**src/rtl/diila_trig_seq.sv**
```systemverilog
// Multi-stage trigger sequencer for the logic analyzer: masked-compare stages with
// occurrence counts, configured over a Wishbone classic slave on the analyzer clock.
module diila_trig_seq #(
  parameter int unsigned STAGES     = 4,
  parameter int unsigned TRIG_WIDTH = 32
) (
  input  logic                  wb_clk_i,
  input  logic                  wb_rst_i,
  input  logic [7:2]            wb_adr_i,
  input  logic [31:0]           wb_dat_i,
  input  logic [3:0]            wb_sel_i,
  input  logic                  wb_we_i,
  input  logic                  wb_cyc_i,
  input  logic                  wb_stb_i,
  output logic [31:0]           wb_dat_o,
  output logic                  wb_ack_o,
  output logic                  wb_err_o,
  output logic                  wb_rty_o,
  input  logic [TRIG_WIDTH-1:0] trig_i,
  output logic                  trig_hit_o,
  output logic                  armed_o,
  output logic                  fired_o
);

  typedef enum logic [1:0] {
    IDLE  = 2'd0,
    ARMED = 2'd1,
    FIRED = 2'd2
  } state_t;

  localparam logic [3:0] STAGES_L = 4'(STAGES);

  logic [TRIG_WIDTH-1:0] value_r [STAGES];
  logic [TRIG_WIDTH-1:0] mask_r  [STAGES];
  logic [15:0]           count_r [STAGES];
  logic [3:0]            nstages_r;

  state_t      state_r;
  logic [2:0]  stage_r;
  logic [15:0] occ_r;
  logic        trig_hit_r;
  logic        ack_r;

  logic [5:0]  adr;
  logic        wr_en;
  logic        ctrl_wr;
  logic        abort_wr;
  logic        arm_wr;
  logic [3:0]  nstages_wr;

  logic [TRIG_WIDTH-1:0] cur_val;
  logic [TRIG_WIDTH-1:0] cur_mask;
  logic [15:0]           cur_count;
  logic [15:0]           count_eff;
  logic [15:0]           occ_next;
  logic                  match;
  logic                  last_stage;

  logic unused_sel;
  assign unused_sel = ^wb_sel_i;

  assign adr      = wb_adr_i;
  assign wr_en    = wb_stb_i & wb_cyc_i & wb_we_i;
  assign ctrl_wr  = wr_en && (adr == 6'd0);
  assign abort_wr = ctrl_wr & wb_dat_i[1];
  assign arm_wr   = ctrl_wr & wb_dat_i[0] & ~wb_dat_i[1];

  always_comb begin
    nstages_wr = wb_dat_i[3:0];
    if (wb_dat_i[3:0] == 4'd0)
      nstages_wr = 4'd1;
    else if (wb_dat_i[3:0] > STAGES_L)
      nstages_wr = STAGES_L;
  end

  // Current-stage selection as a mux loop keeps the index in range for any STAGES.
  always_comb begin
    cur_val   = '0;
    cur_mask  = '0;
    cur_count = 16'd1;
    for (int unsigned k = 0; k < STAGES; k++) begin
      if (stage_r == 3'(k)) begin
        cur_val   = value_r[k];
        cur_mask  = mask_r[k];
        cur_count = count_r[k];
      end
    end
  end

  assign match      = ((trig_i & cur_mask) == (cur_val & cur_mask));
  assign count_eff  = (cur_count == 16'd0) ? 16'd1 : cur_count;
  assign occ_next   = (occ_r == 16'hFFFF) ? occ_r : occ_r + 16'd1;
  assign last_stage = ({1'b0, stage_r} + 4'd1) >= nstages_r;

  always_ff @(posedge wb_clk_i) begin
    if (wb_rst_i) begin
      nstages_r <= 4'd1;
      for (int unsigned k = 0; k < STAGES; k++) begin
        value_r[k] <= '0;
        mask_r[k]  <= '0;
        count_r[k] <= 16'd1;
      end
    end else if (wr_en) begin
      if (adr == 6'd2)
        nstages_r <= nstages_wr;
      for (int unsigned k = 0; k < STAGES; k++) begin
        if (adr == 6'(16 + k)) value_r[k] <= wb_dat_i[TRIG_WIDTH-1:0];
        if (adr == 6'(32 + k)) mask_r[k]  <= wb_dat_i[TRIG_WIDTH-1:0];
        if (adr == 6'(48 + k)) count_r[k] <= wb_dat_i[15:0];
      end
    end
  end

  // Control writes take priority over sequencing, so a completing match on the
  // same cycle as an arm/abort write never produces a pulse.
  always_ff @(posedge wb_clk_i) begin
    if (wb_rst_i) begin
      state_r    <= IDLE;
      stage_r    <= '0;
      occ_r      <= '0;
      trig_hit_r <= 1'b0;
    end else begin
      trig_hit_r <= 1'b0;
      if (abort_wr) begin
        state_r <= IDLE;
        stage_r <= '0;
        occ_r   <= '0;
      end else if (arm_wr) begin
        state_r <= ARMED;
        stage_r <= '0;
        occ_r   <= '0;
      end else if (state_r == ARMED && match) begin
        if (occ_next < count_eff) begin
          occ_r <= occ_next;
        end else if (!last_stage) begin
          stage_r <= stage_r + 3'd1;
          occ_r   <= '0;
        end else begin
          state_r    <= FIRED;
          trig_hit_r <= 1'b1;
        end
      end
    end
  end

  always_ff @(posedge wb_clk_i) begin
    if (wb_rst_i)
      ack_r <= 1'b0;
    else
      ack_r <= ~ack_r & wb_stb_i & wb_cyc_i;
  end

  always_comb begin
    wb_dat_o = '0;
    case (adr)
      6'd1:    wb_dat_o = {occ_r, 9'd0, stage_r, 2'd0, state_r};
      6'd2:    wb_dat_o = {28'd0, nstages_r};
      default: begin
        for (int unsigned k = 0; k < STAGES; k++) begin
          if (adr == 6'(16 + k)) wb_dat_o = 32'(value_r[k]);
          if (adr == 6'(32 + k)) wb_dat_o = 32'(mask_r[k]);
          if (adr == 6'(48 + k)) wb_dat_o = {16'd0, count_r[k]};
        end
      end
    endcase
  end

  assign wb_ack_o   = ack_r;
  assign wb_err_o   = 1'b0;
  assign wb_rty_o   = 1'b0;
  assign trig_hit_o = trig_hit_r;
  assign armed_o    = (state_r == ARMED);
  assign fired_o    = (state_r == FIRED);

endmodule

```
**config.mk**
```make
export PLATFORM = sky130hd
export DESIGN_NAME = diila_trig_seq
export DESIGN_NICKNAME = d
export VERILOG_FILES = /design/src/rtl/diila_trig_seq.sv
export SDC_FILE = /design/constraint.sdc
export NUM_CORES = 1
export LEC_CHECK = 0
export CAP_MARGIN = 20
export CORE_MARGIN = 2
export CORE_UTILIZATION = 60
export CTS_CLUSTER_SIZE = 24
export DETAILED_ROUTE_END_ITERATION = 7
export GPL_ROUTABILITY_DRIVEN = 0
export PLACE_DENSITY = 0.8
export SYNTH_ARGS = -nofsm -noshare
export SYNTH_HDL_FRONTEND = slang
export SYNTH_SLANG_ARGS = --single-unit
export TNS_END_PERCENT = 50
```
**constraint.sdc**
```tcl
create_clock -name wb_clk_i -period 5.4 [get_ports wb_clk_i]
set_input_delay 0.81 -clock wb_clk_i [delete_from_list [all_inputs] [get_ports wb_clk_i]]
set_output_delay 0.81 -clock wb_clk_i [all_outputs]
set_load 0.1 [all_outputs]
```
# == Word-level counts from Yosys, hierarchy flattened ==
# Memories as Yosys holds them, arrays and structs flattened.
# Index checks and enable logic that the tools add are counted.
# word_totals
ff_bits,27
latchBits,0
ramBits,320
rom_bits,0
inputBits,79
output_inout_bits,38
word_cells,179
n_memories,3
# memory_table
name,depth,word_bits,rd,rd_clocked_by_memory_dff,wr,line_no,text
mask_r,4,32,4,0,4,34,logic [TRIG_WIDTH-1:0] mask_r [STAGES];
value_r,4,32,4,0,4,33,logic [TRIG_WIDTH-1:0] value_r [STAGES];
count_r,4,16,4,0,4,35,logic [15:0] count_r [STAGES];
# op_classes
addsub,3
n_mul,0
div,0
magnitude_cmp,3
n_eq_ne,23
n_shift,0
muxes,98
bitwise_logic,26
reduce_logical,16
# op_table
cell,n
$mux 32,28
$mux 16,12
$and 32x32->32,2
$pmux 32 s2,1
$mux 1,55
$eq 6x6->1 const B,8
$eq 32x32->1,1
$eq 6x5->1 const B,4
$add 16x1->16 const B,1
$eq 16x16->1 const B,1
$logic_not 16->1,1
$lt 16x16->1,1
$or 1x1->1,12
$reduce_and 3->1,3
$mux 4,2
$and 1x1->1,7
$eq 3x2->1 const B,2
$eq 6x1->1 const B,1
$eq 6x2->1 const B,1
$logic_not 6->1,1
$not 1->1,5
$reduce_or 5->1,1
$add 3x1->4 const B,1
$ge 4x4->1,1
14 further kinds,17

# == Longest topological paths before layout ==
# Gate-level depths: netlist of run 1.
# depth
ltp_word,14
mapped_depth,19

# == Worst setup path after synthesis of run 1 ==
# OpenSTA, ideal clock, no wires.
# synth_path
path_type,input -> output
startpoint,input wb_adr_i[5] in the netlist's numbering
endpoint,output wb_dat_o[0]
arrival_time_ps,4370
setup_slack_ps,220
cell_stages,8
n_path_buf,1
cell_sequence,nor2_1 nand3b_1 nor2_1 clkbuf_1 a22oi_1 nand3_1 a221oi_1 o21ai_0
# synth_via
elab_chain_cells,14
word_cells_on_any_way,27
# synth_rtl
element,line_no,text
from (decl),9,"input logic [7:2] wb_adr_i,"
$eq 6x5->1,160,if (adr == 6'(16 + k)) wb_dat_o = 32'(value_r[k]);
$mux 32,160,
$mux 32,161,if (adr == 6'(32 + k)) wb_dat_o = 32'(mask_r[k]);
$mux 32,162,"if (adr == 6'(48 + k)) wb_dat_o = {16'd0, count_r[k]};"
$mux 32,160,
$mux 32,161,
$mux 32,162,
$mux 32,160,
$mux 32,161,
$mux 32,162,
$mux 32,160,
$mux 32,161,
$mux 32,162,
$pmux 32 s2 (*),155,case (adr)
to (decl),15,"output logic [31:0] wb_dat_o,"
# Mark *: on every way between the ends. The rest lies on a longest branch, timed or not.

# == Final worst setup path of run 1 ==
# layout_path
startpoint,register stage_r[0]
endpoint,register occ_r[15]
# layout_via
elab_chain_cells,10
word_cells_on_any_way,28
# layout_rtl
element,line_no,text
from (decl),39,logic [2:0] stage_r;
from (signal assigned),136,stage_r <= stage_r + 3'd1;
$logic_not 3->1,82,if (stage_r == 3'(k)) begin
$mux 16 (4 in a row),82,
$logic_not 16->1,91,assign count_eff = (cur_count == 16'd0) ? 16'd1 : cur_count;
$mux 16,91,
$lt 16x16->1,133,if (occ_next < count_eff) begin
$ne 2x1->1 (no line),n/a,
$reduce_and 2->1 (no line),n/a,
to (signal assigned),134,occ_r <= occ_next;
to (decl),40,logic [15:0] occ_r;
# Several ways; a longest one is shown, not always the timed one.
# A chain may end at the register's enable or synchronous reset.

==> run metrics, run 1 <==
status=finished, violations left; violated checks=design-rule violations; Clk pwr share=between 30% and 40%; DIE AREA=roughly 34000 µm²; Lkg Pwr=0.00818 µW; switching power=approximately 1700 µW; DR iter-0 viols=3252; crit path launch type=register; postcts setup bufs=0; Core Area=around 32000 µm²; vias in the first global route=approximately 16000; Comb power frac=about 11%; Root Buffer=clkbuf_16; Hold Violations, Final=0; clock sinks=347; CP Cell Sequence=inv_1 -> ha_2 -> nand2_1 -> o21ai_0 -> a32oi_1 -> ha_1 -> a21o_1 -> a21oi_1 -> a2111oi_0 -> o41a_1 -> o21ai_1 -> a31oi_1 -> buf_4 -> a32o_1; Hold/Removal Path Class=reg -> reg; cell count after synthesis=approximately 1800; CP required=~6 ns; r2r setup slk=between 0.09 and 0.1 ns; internal power=between 4000 and 5000 µW; FFs w/ async S/R, synth=0%; WL per Instance=just over 30 µm; Final nets=1998; hold_buf cts=0; Final TNS setup=0 ns; Yosys reg bits=~350; dpl cells=between 2000 and 2500; sequential fraction of the synthesis area=52.1%; Clock Tree Buf Depth=3; fin. max-slew vios=0; final core utilization=a little over two thirds; max_cap viols=0; Critical Path Max Stage Delay=approximately 0.76 ns; non-filler cells, final=roughly 2400; mean post-synth cell area=roughly 11 µm²; DR pass1 iterations=8; Final Skew=between 0.02 and 0.025 ns; kind of critical path=reg -> reg; CTS tree=built; gate family responsible for the most delay along the worst path=compound AO/OA/AOI/OAI gates; grt ovf=0; Worst Hold Slack=~0.50 ns; number of buffers created by CTS=38; Cell Area, Placed=about 22000 µm²; worst slew pin tran=around 1.2 ns; first-pass GRT wire length=104 mm; GRT Resource Usage Total=42.4%; DIE WIDTH=approximately 180 µm; DRC viols=13; share of cells above drive strength 1=11.5%; Clk pin slew, worst setup/hold paths=about 0.060 ns; cells resized by post-CTS repair=0; Worst setup EP type=register; PwrDens=between 200 and 300 nW/µm²; via count=~17000; final setup vio count=0; # IOs=117; worst slew margin relative to its limit=~22%; FP Rows=66; number of synthesized flops with an enable pin=320; post-synth top area share=approximately 49%; critical path peak fanout=25; CTS H-tree lvls=2; most area-consuming cells after synthesis=edfxtp_1 49%, and2_1 10%, a22oi_1 3.5%, dfxtp_1 2.8%, xor2_1 2.2%; P&R area growth vs syn=17.1%; Tcrit/Tclk final=98.2%; final instance area=~23000 µm²; switch share=~26%; post-route minimum period=roughly 5.3 ns; routed wire length=72.2 mm; synth warn=0; cell accounting for the most synthesized area=edfxtp_1; Starting Density=a little over 60%; peak supply drop=approximately 0.20 mV; Cell variety after synth=76; Mapped Area=19500 µm²; top achievable clock speed=0.189 GHz; initial antenna violation count=2; Buffers on Ports=110; largest net degree at the start of global routing=just under 60; Die Span Y=approximately 180 µm; crit path DAT=around 5.8 ns; DR vias/cell=around 7.3; worst-skew pair later-pin latency=around 0.54 ns; Main synth FF type=edfxtp_1; RSZ-0062 raised after global routing=false; WP buf/inv=2; sequential power share=49.1%; hpwl dp=between 40 and 50 mm; Slowest-stage cell, CP=o21ai_0; DRT antenna net count=0
==> synthesized netlist by cell type, types with 8 or more instances <==
cell type and n:
edfxtp_1 320, and2_1 312, nand2_1 103, clkbuf_1 99, a22oi_1 90, a21oi_1 86, nor2_1 76, xor2_1 50
o21ai_0 48, nand3b_1 41, nand3_1 34, dfxtp_1 27, nor3_1 27, a221oi_1 26, nand2b_1 26, ha_1 25
a31oi_1 23, a221o_1 22, a2bb2oi_1 22, inv_1 21, o221ai_1 21, mux2_2 20, buf_2 19, nand4_1 19
a21o_1 17, a2111oi_0 16, a32oi_1 16, nor2b_1 16, a32o_1 15, xnor2_1 13, o22ai_1 11, o21bai_1 10
buf_1 9, mux2i_1 9, buf_4 8
==> metal layers <==
| metal | global-route usage [%] | share of wire [%] |
|---|---|---|
| met1 | 53.0 | 33 |
| met2 | 63.6 | 43 |
| met3 | 17.1 | 18 |
| met4 | 21.8 | 6.8 |
| met5 | 3.11 | 0.22 |
==> cell families (layout without fill, tap and decap cells) <==
kind of cell,after synthesis,in the layout,share of synthesized area [%]
multiplexers,29,29,1.62
other,1,3,0.0192
adder cells (fa/ha/maj),25,25,1.60
XOR/XNOR,63,63,2.83
AND/OR/NAND/NOR,689,689,19.9
AO/OA/AOI/OAI,486,486,18.3
buffers and inverters,164,282,3.70
flip-flops,347,347,52.1
==> layout by cell type, fill, tap and decap left out, types with 48 or more instances in the layout <==
cell type and instances:
edfxtp_1 320, and2_1 312, nand2_1 103, a22oi_1 90, a21oi_1 86, clkdlybuf4s50_1 77, buf_4 77, nor2_1 64
xor2_1 50, o21ai_0 48
==> area by class of cell <==
| cell class | count | area [µm²] |
|---|---|---|
| clock buffers | 43 | 991 |
| fillers | 2230 | 9460 |
| diodes | 1 | 2.50 |
| well taps | 442 | 553 |
| flip-flops and latches | 347 | 10100 |
| repair buffers | 191 | 2070 |
| multi-input cells | 1294 | 8780 |
| clock inverters | 26 | 196 |
| inverters | 22 | 82.6 |
==> power groups by stage <==
stage | clock (µW) | sequential, µW | combinational, µW
after floorplan | 0 | 3170 | 360
after global placement | 0 | 3190 | 668
after detailed placement | 0 | 3200 | 679
after CTS | 2530 | 3140 | 683
after global routing | 2630 | 3160 | 727
final | 2550 | 3150 | 716
==> stage by stage <==
step	worst slack [ns]	total power, µW
floorplan	0.220	3530
global placement	0.544	3860
detailed placement	0.657	3880
CTS	0.628	6350
global route	0.206	6510
finish	0.0971	6420
==> worst paths after layout <==
path | from | to | cells past startpoint
worst max-delay path | stage_r[0] | occ_r[15] | 14
worst min-delay path | nstages_r[1] | nstages_r[1] | 2
worst max register to register | stage_r[0] | occ_r[15] | 14
worst min register to register | nstages_r[1] | nstages_r[1] | 2
==> state kept, by name (all words and copies together), names as in the netlist <==
signal,flops
mask_r,128
value_r,128
count_r,64
occ_r,16
nstages_r,4
stage_r,3
state_r,2
trig_hit_o,1
wb_ack_o,1
==> worst reg2reg max path, cell delays in order (launching register included) <==
cell and delay (ns):
dfxtp_1 0.38, inv_1 0.19, ha_2 0.63, nand2_1 0.11
o21ai_0 0.76, a32oi_1 0.42, ha_1 0.42, a21o_1 0.13
a21oi_1 0.09, a2111oi_0 0.74, o41a_1 0.35, o21ai_1 0.11
a31oi_1 0.47, buf_4 0.28, a32o_1 0.15
(Power assumes the default switching activity.)
==> run 2: changes to the inputs <==
--- a/config.mk
+++ b/config.mk
@@ -11,6 +11,7 @@
 export CTS_CLUSTER_SIZE = 24
 export DETAILED_ROUTE_END_ITERATION = 7
 export GPL_ROUTABILITY_DRIVEN = 0
+export HOLD_SLACK_MARGIN = 0.05
 export PLACE_DENSITY = 0.8
 export SYNTH_ARGS = -nofsm -noshare
 export SYNTH_HDL_FRONTEND = slang
==> results of run 2 <==
The final DEF is identical to that of run 1; final timing and power are the same.
